**src/rtl/key8_onehot_capture.sv**
```systemverilog
// key8_onehot_capture
//   Captures the highest-index newly pressed push-button of eight as a one-hot
//   code for a downstream 8-to-3 encoder. The code is held until the consumer
//   acknowledges it. Press events that cannot be captured raise a one-cycle
//   drop pulse.
//
//   Optional feature macro: KEY8_DEBOUNCE_EN
//     defined   : each key is debounced over DEB_CYCLES consecutive cycles
//     undefined : debounced level is the synchronizer output (DEB_CYCLES unused)
//
// Ports
//   iClk    in   1  system clock, rising edge
//   iRst_n  in   1  asynchronous active-low reset
//   iKey    in   8  raw key levels, active-high, asynchronous
//   iAck    in   1  consumer acknowledge of the held code
//   oData   out  8  captured one-hot key code (all-zero when idle)
//   oValid  out  1  oData holds an unacknowledged press
//   oDrop   out  1  one-cycle pulse when a press event is discarded
module key8_onehot_capture #(
  parameter int unsigned DEB_CYCLES = 20
) (
  input  logic       iClk,
  input  logic       iRst_n,
  input  logic [7:0] iKey,
  input  logic       iAck,
  output logic [7:0] oData,
  output logic       oValid,
  output logic       oDrop
);

  typedef enum logic [0:0] {StIdle, StHold} state_e;

  state_e     r_state, w_state_next;
  logic [7:0] r_sync1, r_sync2;
  logic [7:0] w_deb;
  logic [7:0] r_deb_prev;
  logic [7:0] w_evt;
  logic [7:0] w_pick;
  logic       w_multi;
  logic [7:0] r_data, w_data_next;
  logic       r_drop, w_drop_next;

  if (DEB_CYCLES < 2 || DEB_CYCLES > 65535) begin : g_bad_deb_cycles
    $error("DEB_CYCLES must be in 2..65535");
  end

  // Two-flop synchronizer on every key bit.
  always_ff @(posedge iClk or negedge iRst_n) begin
    if (!iRst_n) begin
      r_sync1 <= '0;
      r_sync2 <= '0;
    end else begin
      r_sync1 <= iKey;
      r_sync2 <= r_sync1;
    end
  end

`ifdef KEY8_DEBOUNCE_EN
  localparam int unsigned CntW = $clog2(DEB_CYCLES);
  localparam logic [CntW-1:0] CntLast = CntW'(DEB_CYCLES - 1);

  for (genvar g = 0; g < 8; g++) begin : g_deb
    logic [CntW-1:0] r_cnt;
    logic            r_deb_bit;

    // Counter runs only while the synchronized bit disagrees with the
    // debounced bit; the level flips on the DEB_CYCLES-th mismatching cycle.
    always_ff @(posedge iClk or negedge iRst_n) begin
      if (!iRst_n) begin
        r_cnt     <= '0;
        r_deb_bit <= 1'b0;
      end else if (r_sync2[g] == r_deb_bit) begin
        r_cnt <= '0;
      end else if (r_cnt == CntLast) begin
        r_cnt     <= '0;
        r_deb_bit <= r_sync2[g];
      end else begin
        r_cnt <= r_cnt + 1'b1;
      end
    end

    assign w_deb[g] = r_deb_bit;
  end
`else
  assign w_deb = r_sync2;
`endif

  // Previous debounced level, used to find rising (press) edges.
  always_ff @(posedge iClk or negedge iRst_n) begin
    if (!iRst_n) begin
      r_deb_prev <= '0;
    end else begin
      r_deb_prev <= w_deb;
    end
  end

  assign w_evt   = w_deb & ~r_deb_prev;
  // More than one bit set: clearing the lowest set bit leaves something.
  assign w_multi = |(w_evt & (w_evt - 8'd1));

  // One-hot of the highest-index event; later iterations override earlier.
  always_comb begin
    w_pick = '0;
    for (int i = 0; i < 8; i++) begin
      if (w_evt[i]) begin
        w_pick    = '0;
        w_pick[i] = 1'b1;
      end
    end
  end

  always_ff @(posedge iClk or negedge iRst_n) begin
    if (!iRst_n) begin
      r_state <= StIdle;
      r_data  <= '0;
      r_drop  <= 1'b0;
    end else begin
      r_state <= w_state_next;
      r_data  <= w_data_next;
      r_drop  <= w_drop_next;
    end
  end

  always_comb begin
    w_state_next = r_state;
    w_data_next  = r_data;
    w_drop_next  = 1'b0;
    case (r_state)
      StIdle: begin
        if (|w_evt) begin
          w_state_next = StHold;
          w_data_next  = w_pick;
          w_drop_next  = w_multi;
        end
      end
      StHold: begin
        // Every press while holding is lost, even one coinciding with iAck.
        w_drop_next = |w_evt;
        if (iAck) begin
          w_state_next = StIdle;
          w_data_next  = '0;
        end
      end
      default: begin
        w_state_next = StIdle;
        w_data_next  = '0;
      end
    endcase
  end

  assign oData  = r_data;
  assign oValid = (r_state == StHold);
  assign oDrop  = r_drop;

endmodule

```
**config.mk**
```make
export PLATFORM = sky130hd
export DESIGN_NAME = key8_onehot_capture
export DESIGN_NICKNAME = d
export VERILOG_FILES = /design/src/rtl/key8_onehot_capture.sv
export SDC_FILE = /design/constraint.sdc
export NUM_CORES = 1
export LEC_CHECK = 0
export BUFFER_PORTS_ARGS = -buffer_cell sky130_fd_sc_hd__clkbuf_2
export CORE_UTILIZATION = 35
export DETAILED_ROUTE_END_ITERATION = 8
export MAX_ROUTING_LAYER = met4
export PLACE_DENSITY = 0.53
export SLEW_MARGIN = 40
export SYNTH_ARGS = -nofsm -noshare
export SYNTH_HDL_FRONTEND = slang
export SYNTH_SLANG_ARGS = --single-unit
```
**constraint.sdc**
```tcl
create_clock -name iClk -period 1.8 [get_ports iClk]
set_clock_uncertainty 0.15 [all_clocks]
set_input_delay 0.27 -clock iClk [delete_from_list [all_inputs] [get_ports iClk]]
set_output_delay 0.27 -clock iClk [all_outputs]
set_load 0.02 [all_outputs]
```
# Word level (Yosys, flattened, before mapping)
# Index checks and enable logic that the tools add are counted.
[totals]
wordCells = 32
in_bits = 11
register_bits = 34
output_inout_bits = 10
[op_classes]
n_reduce_logical = 3
n_eq_ne = 2
n_addsub = 1
n_bitwise = 4
muxes = 16
[ops]
columns = ["operator", "n"]
rows = [
  ["2-to-1 mux 8 bit", 5],
  ["bitwise AND 8 bit", 2],
  ["one-hot mux 8 bit (2 select lines)", 1],
  ["OR reduction 8 bit", 2],
  ["inverter 8 bit", 1],
  ["subtractor 8 x 1 -> 8 bit, second input constant", 1],
  ["2-to-1 mux 5 bit", 1],
  ["2-to-1 mux 1 bit", 4],
  ["2-to-1 mux 4 bit", 1],
  ["!= test 2 bit, second input constant", 2],
  ["one-hot mux 1 bit (2 select lines)", 2],
  ["2-to-1 mux 3 bit", 1],
  ["2-to-1 mux 2 bit", 1],
  ["AND reduction 2 bit", 1],
  ["inverter 1 bit", 1],
]

# Longest topological paths before layout
[logic_depth]
ltp_word = 12
mapped_depth = 5
mapped_depth_nobuf = 5

# Worst setup path after synthesis
# No wires, ideal clock.
[synth_path]
kind = "reg2reg"
from = "register r_state, in the netlist oValid"
to = "register r_data[4], in the netlist oData[4]"
path_stages_with_launch = 4
n_path_buf = 0
period_less_slack_ns = 1.742
t_arrival_ns = 1.526
slack_ns = 0.058
required_ns = 1.584
setup_time_ns = 0.066
path_cell_list = "dfrtp_1 > or4_4 > o32ai_4 > a22o_1"
[synth_between]
elab_chain_len = 3
elab_cells_between_ends = 5
cone_classes = "eq/ne (2); mux (1); bitwise (1); reduce/logical (1)"
[synth_rtl]
columns = ["element", "line_no", "text"]
rows = [
  ["start, declared", "33", "state_e r_state, w_state_next;"],
  ["start signal, assigned", "114", "r_state <= StIdle;"],
  ["start signal, assigned", "118", "r_state <= w_state_next;"],
  ["inverter 1 bit", "n/a", ""],
  ["!= test 2 bit (no source line)", "n/a", ""],
  ["AND reduction 2 bit (no source line)", "n/a", ""],
  ["end signal, assigned", "119", "r_data <= w_data_next;"],
  ["end, declared", "40", "logic [7:0] r_data, w_data_next;"],
]
# Several ways; a longest one is shown, not always the timed one.
# A chain may end at the register's enable or synchronous reset.

# Worst setup path in the final report
[layout_path]
from = "register r_sync2[5]"
to = "register r_data[2], in the netlist oData[2]"
[layout_between]
elab_chain_len = 6
elab_cells_between_ends = 9
cone_classes = "eq/ne (1); mux (5); bitwise (1); reduce/logical (2)"
[layout_rtl]
columns = ["element", "line_no", "text"]
rows = [
  ["start, declared", "34", "logic [7:0] r_sync1, r_sync2;"],
  ["start signal, assigned", "54", "r_sync2 <= r_sync1;"],
  ["bitwise AND 8 bit *", "97", "assign w_evt = w_deb & ~r_deb_prev;"],
  ["2-to-1 mux 8 bit (3 in a row)", "105", "if (w_evt[i]) begin"],
  ["2-to-1 mux 8 bit", "130", "if (|w_evt) begin"],
  ["one-hot mux 8 bit (2 select lines)", "128", "case (r_state)"],
]
# Mark *: on every way between the ends. The rest lies on a longest branch, timed or not. The select of a mux whose other input is x is not followed.

==> run_results.csv <==
group,metric,value,unit
setup_path,slowest_stage,"or4_4",
timing,fin_crit,1800,ps
die,die_w,59.8,µm
setup_path,cp_cell_sequence,"nor2b_4 -> or4_4 -> o32ai_4 -> nand2_1 -> o21ai_1",
global_route,grt_pass1_vias,730,
run,max_cap_violations,0,
timing,setup_viol,0,
power_and_ir_drop,peakVddDrop,491,µV
logic_synthesis,synth_simple_gate_area_share,15.8,%
timing,final_min_period_over_clock_period,99.9,%
clocking,clock-sinks,34,
logic_synthesis,synth_ff_type,"dfrtp_1",
power_and_ir_drop,p_int,1.07,mW
logic_synthesis,ys_async_sr_fraction,100,%
power_and_ir_drop,p_sw_share,24.1,%
timing,fin_tns_setup,0,ps
setup_path,worst_ep_arrival_time,1910,ps
setup_path,critPathMaxStageDelay,520,ps
setup_path,required,1910,ps
placement,place_congestion,0.729,
power_and_ir_drop,power.density,903,nW/µm²
logic_synthesis,yosys_warnings,0,
setup_path,cp_max_fo,7,
logic_synthesis,synth_top_family_by_area,"simple AND/OR/NAND/NOR gates",
logic_synthesis,syn_area,1170,µm²
clocking,cts-buffers-inserted,5,
die,die-area,3570,µm²
clocking,cts_max_level,2,
detailed_routing,drtPass1Iterations,4,
global_route,grt_pass1_wl,3.08,mm
power_and_ir_drop,power.leakage,0.736,nW
die,pin_count,21,
logic_synthesis,synth_fa_ha_area_share,1.82,%
timing,timing.final.ws_setup,0.976,ps
logic_synthesis,seq_area_frac_synth,72.8,%
global_route,antenna_found_initial,0,
timing,tightestPinTransition,413,ps
global_route,grt-ovfl-total,0,
global_route,grt_max_degree,35,
logic_synthesis,syn_avg_cell_area,14.8,µm²
logic_synthesis,syn-num-nets,90,
die,core-area,3100,µm²
detailed_routing,drt_iter0_drc,34,
global_route,use_met2,17.9,%
cells_and_area,synthToLayoutAreaGrowth,34.2,%
clocking,postCtsSetupBuffers,0,
logic_synthesis,ys_types,24,
timing,fmax,556,MHz
global_route,gr-usage-met3,7.14,%
die,initial_core_util,37.7,%
detailed_routing,wire_per_inst,10.9,µm
logic_synthesis,synthXorXnorAreaFrac,0,%
placement,preCtsSetupSlack,4.10,ps
die,fp-row-count,20,
global_route,grtUsageTotal,13.1,%
die,die_h,59.8,µm
detailed_routing,drt_drc_violations_left,0,
timing,slew_headroom,72.5,%
cells_and_area,mostFrequentLayoutCell,"dfrtp_1",
run_status,status,"completed",
cells_and_area,drive_gt1_share,37.0,%
detailed_routing,routed-via-count,758,
clocking,clk_pin_slew_worst_paths,100,ps
clocking,clkLatencyLatePin,330,ps
cells_and_area,layout_common_cells,"dfrtp_1 (34), clkbuf_2 (20), buf_4 (11), dlygate4sd3_1 (9), nand2_1 (7)",
global_route,grt_util_met1,14.9,%
worst_hold_path,hold_path.class,"in -> reg",
setup_path,critical_path_class,"reg -> reg",
clocking,clockBufferDepth,2,
placement,dp_hpwl,1.28,mm
detailed_routing,via_per_inst,4.43,
detailed_routing,finalWirelength,1.87,mm
power_and_ir_drop,seq_power_share,57.8,%
timing,grt_setup_unrepaired,"yes",
setup_path,cp-end-kind,"flip-flop",
logic_synthesis,synth_compound_area_share,9.21,%
global_route,grt-busiest-layer,"met2",
timing,hold_viol_final,0,
logic_synthesis,synth_area_leaders,"dfrtp_1 (73%), nor2b_1 (3.2%), nor2b_4 (2.4%)",
logic_synthesis,syn_inst,79,
power_and_ir_drop,clkPwrFrac,30.1,%
setup_path,startpoint_type,"flip-flop",
timing,final_max_slew_viol_count,0,
logic_synthesis,yosysTopAreaCell,"dfrtp_1",
clocking,cts_root_buffer,"clkbuf_4",
logic_synthesis,synth_seq_cells,34,
power_and_ir_drop,power_switching,0.342,mW
detailed_routing,antenna_left,0,
cells_and_area,finalNetCount,137,
clocking,cts_tree,"built",
placement,port_buffers,20,
power_and_ir_drop,combPwrFrac,12.1,%
cells_and_area,antennaDiodeCount,0,
logic_synthesis,synth_edf_count,0,
logic_synthesis,synth_top_area_share,72.8,%
logic_synthesis,synthMuxAreaShare,0,%
[sequential cells by signal, indices dropped and copies added, names as in the netlist]
name and count:
oValid 1, r_sync2 8, r_sync1 8, r_deb_prev 8, oData 8, oDrop 1
[worst max-delay path: cells and delay by family, from the launching register on]
| family | cells | cell delay [ps] |
|---|---|---|
| AO/OA/AOI/OAI | 2 | 440 |
| flip-flops | 1 | 390 |
| AND/OR/NAND/NOR | 3 | 750 |
[path summary, 6_finish.rpt]
check | from | endpoint | slack, ps | depth (start not counted)
setup / recovery | r_sync2[5]$_DFF_PN0_ | oData[2]$_DFFE_PN0P_ | 1 | 5
hold / removal | iAck | oValid$_DFF_PN0_ | 40 | 2
setup reg to reg | r_sync2[5]$_DFF_PN0_ | oData[2]$_DFFE_PN0P_ | 1 | 5
min in group asynchronous | iRst_n | r_deb_prev[4]$_DFF_PN0_ | 340 | 3
hold reg to reg | r_sync1[4]$_DFF_PN0_ | r_sync2[4]$_DFF_PN0_ | 200 | 0
max in group asynchronous | iRst_n | r_sync2[6]$_DFF_PN0_ | 860 | 3
[per-layer routing]
metal,share of wire [%],up-vias
li1,-,370
met1,46,359
met4,3.4,0
met3,5.7,7
met5,0,-
met2,45,22
[cell usage after synthesis, types with 2 or more instances]
master	number
a21oi_1	2
a22o_1	3
dfrtp_1	34
nand2_1	7
nand2b_1	3
nand3b_1	2
nor2_1	4
nor2b_1	6
nor2b_4	2
nor3_1	2
[final cells by class]
cell class	count	area, µm²
Fill cell	301	1540
Timing Repair Buffer	40	273
Tap cell	44	55.1
Clock buffer	7	55.1
Inverter	1	3.75
Clock inverter	1	5.00
Sequential cell	34	851
Multi-Input combinational cell	44	325
[through the flow]
stage | instance area, µm² | utilization (%) | hold WS [ps] | cells | power, mW
final | 1570 | 50.5 | 39.3 | 171 | 1.42
after global routing | 1570 | 50.5 | 11.6 | 171 | 1.50
after CTS | 1560 | 50.2 | 25.2 | 171 | 1.44
after detailed placement | 1410 | 45.3 | 170 | 154 | 0.989
after global placement | 1410 | 45.3 | 168 | 154 | 0.986
after floorplan | 1170 | - | -176 | 79 | 0.914
[power groups by stage]
stage                     logic [mW]  clock network, mW  registers, mW
after floorplan               0.0634                  0          0.851
after global placement         0.152                  0          0.834
after detailed placement       0.154                  0          0.835
after CTS                      0.169              0.447          0.820
after global routing           0.188              0.488          0.824
final                          0.171              0.426          0.819
[kinds of logic (layout without fill, tap and decap cells)]
logic type      after synthesis  count (layout)
simple gates                 30              30
fa+ha+maj                     2               2
compound gates               12              12
flops                        34              34
buf+inv                       1              49
[repair_timing]
action | 4_1_cts | 5_1_grt
gates resized for setup | 1 | 2
pin swaps | 1 | 5
hold buffers | 9 | 0
setup endpoints to repair | 2 | 10
endpoints found under the hold margin | 42 | 0
No activity file was read; power rests on OpenSTA's default activity.
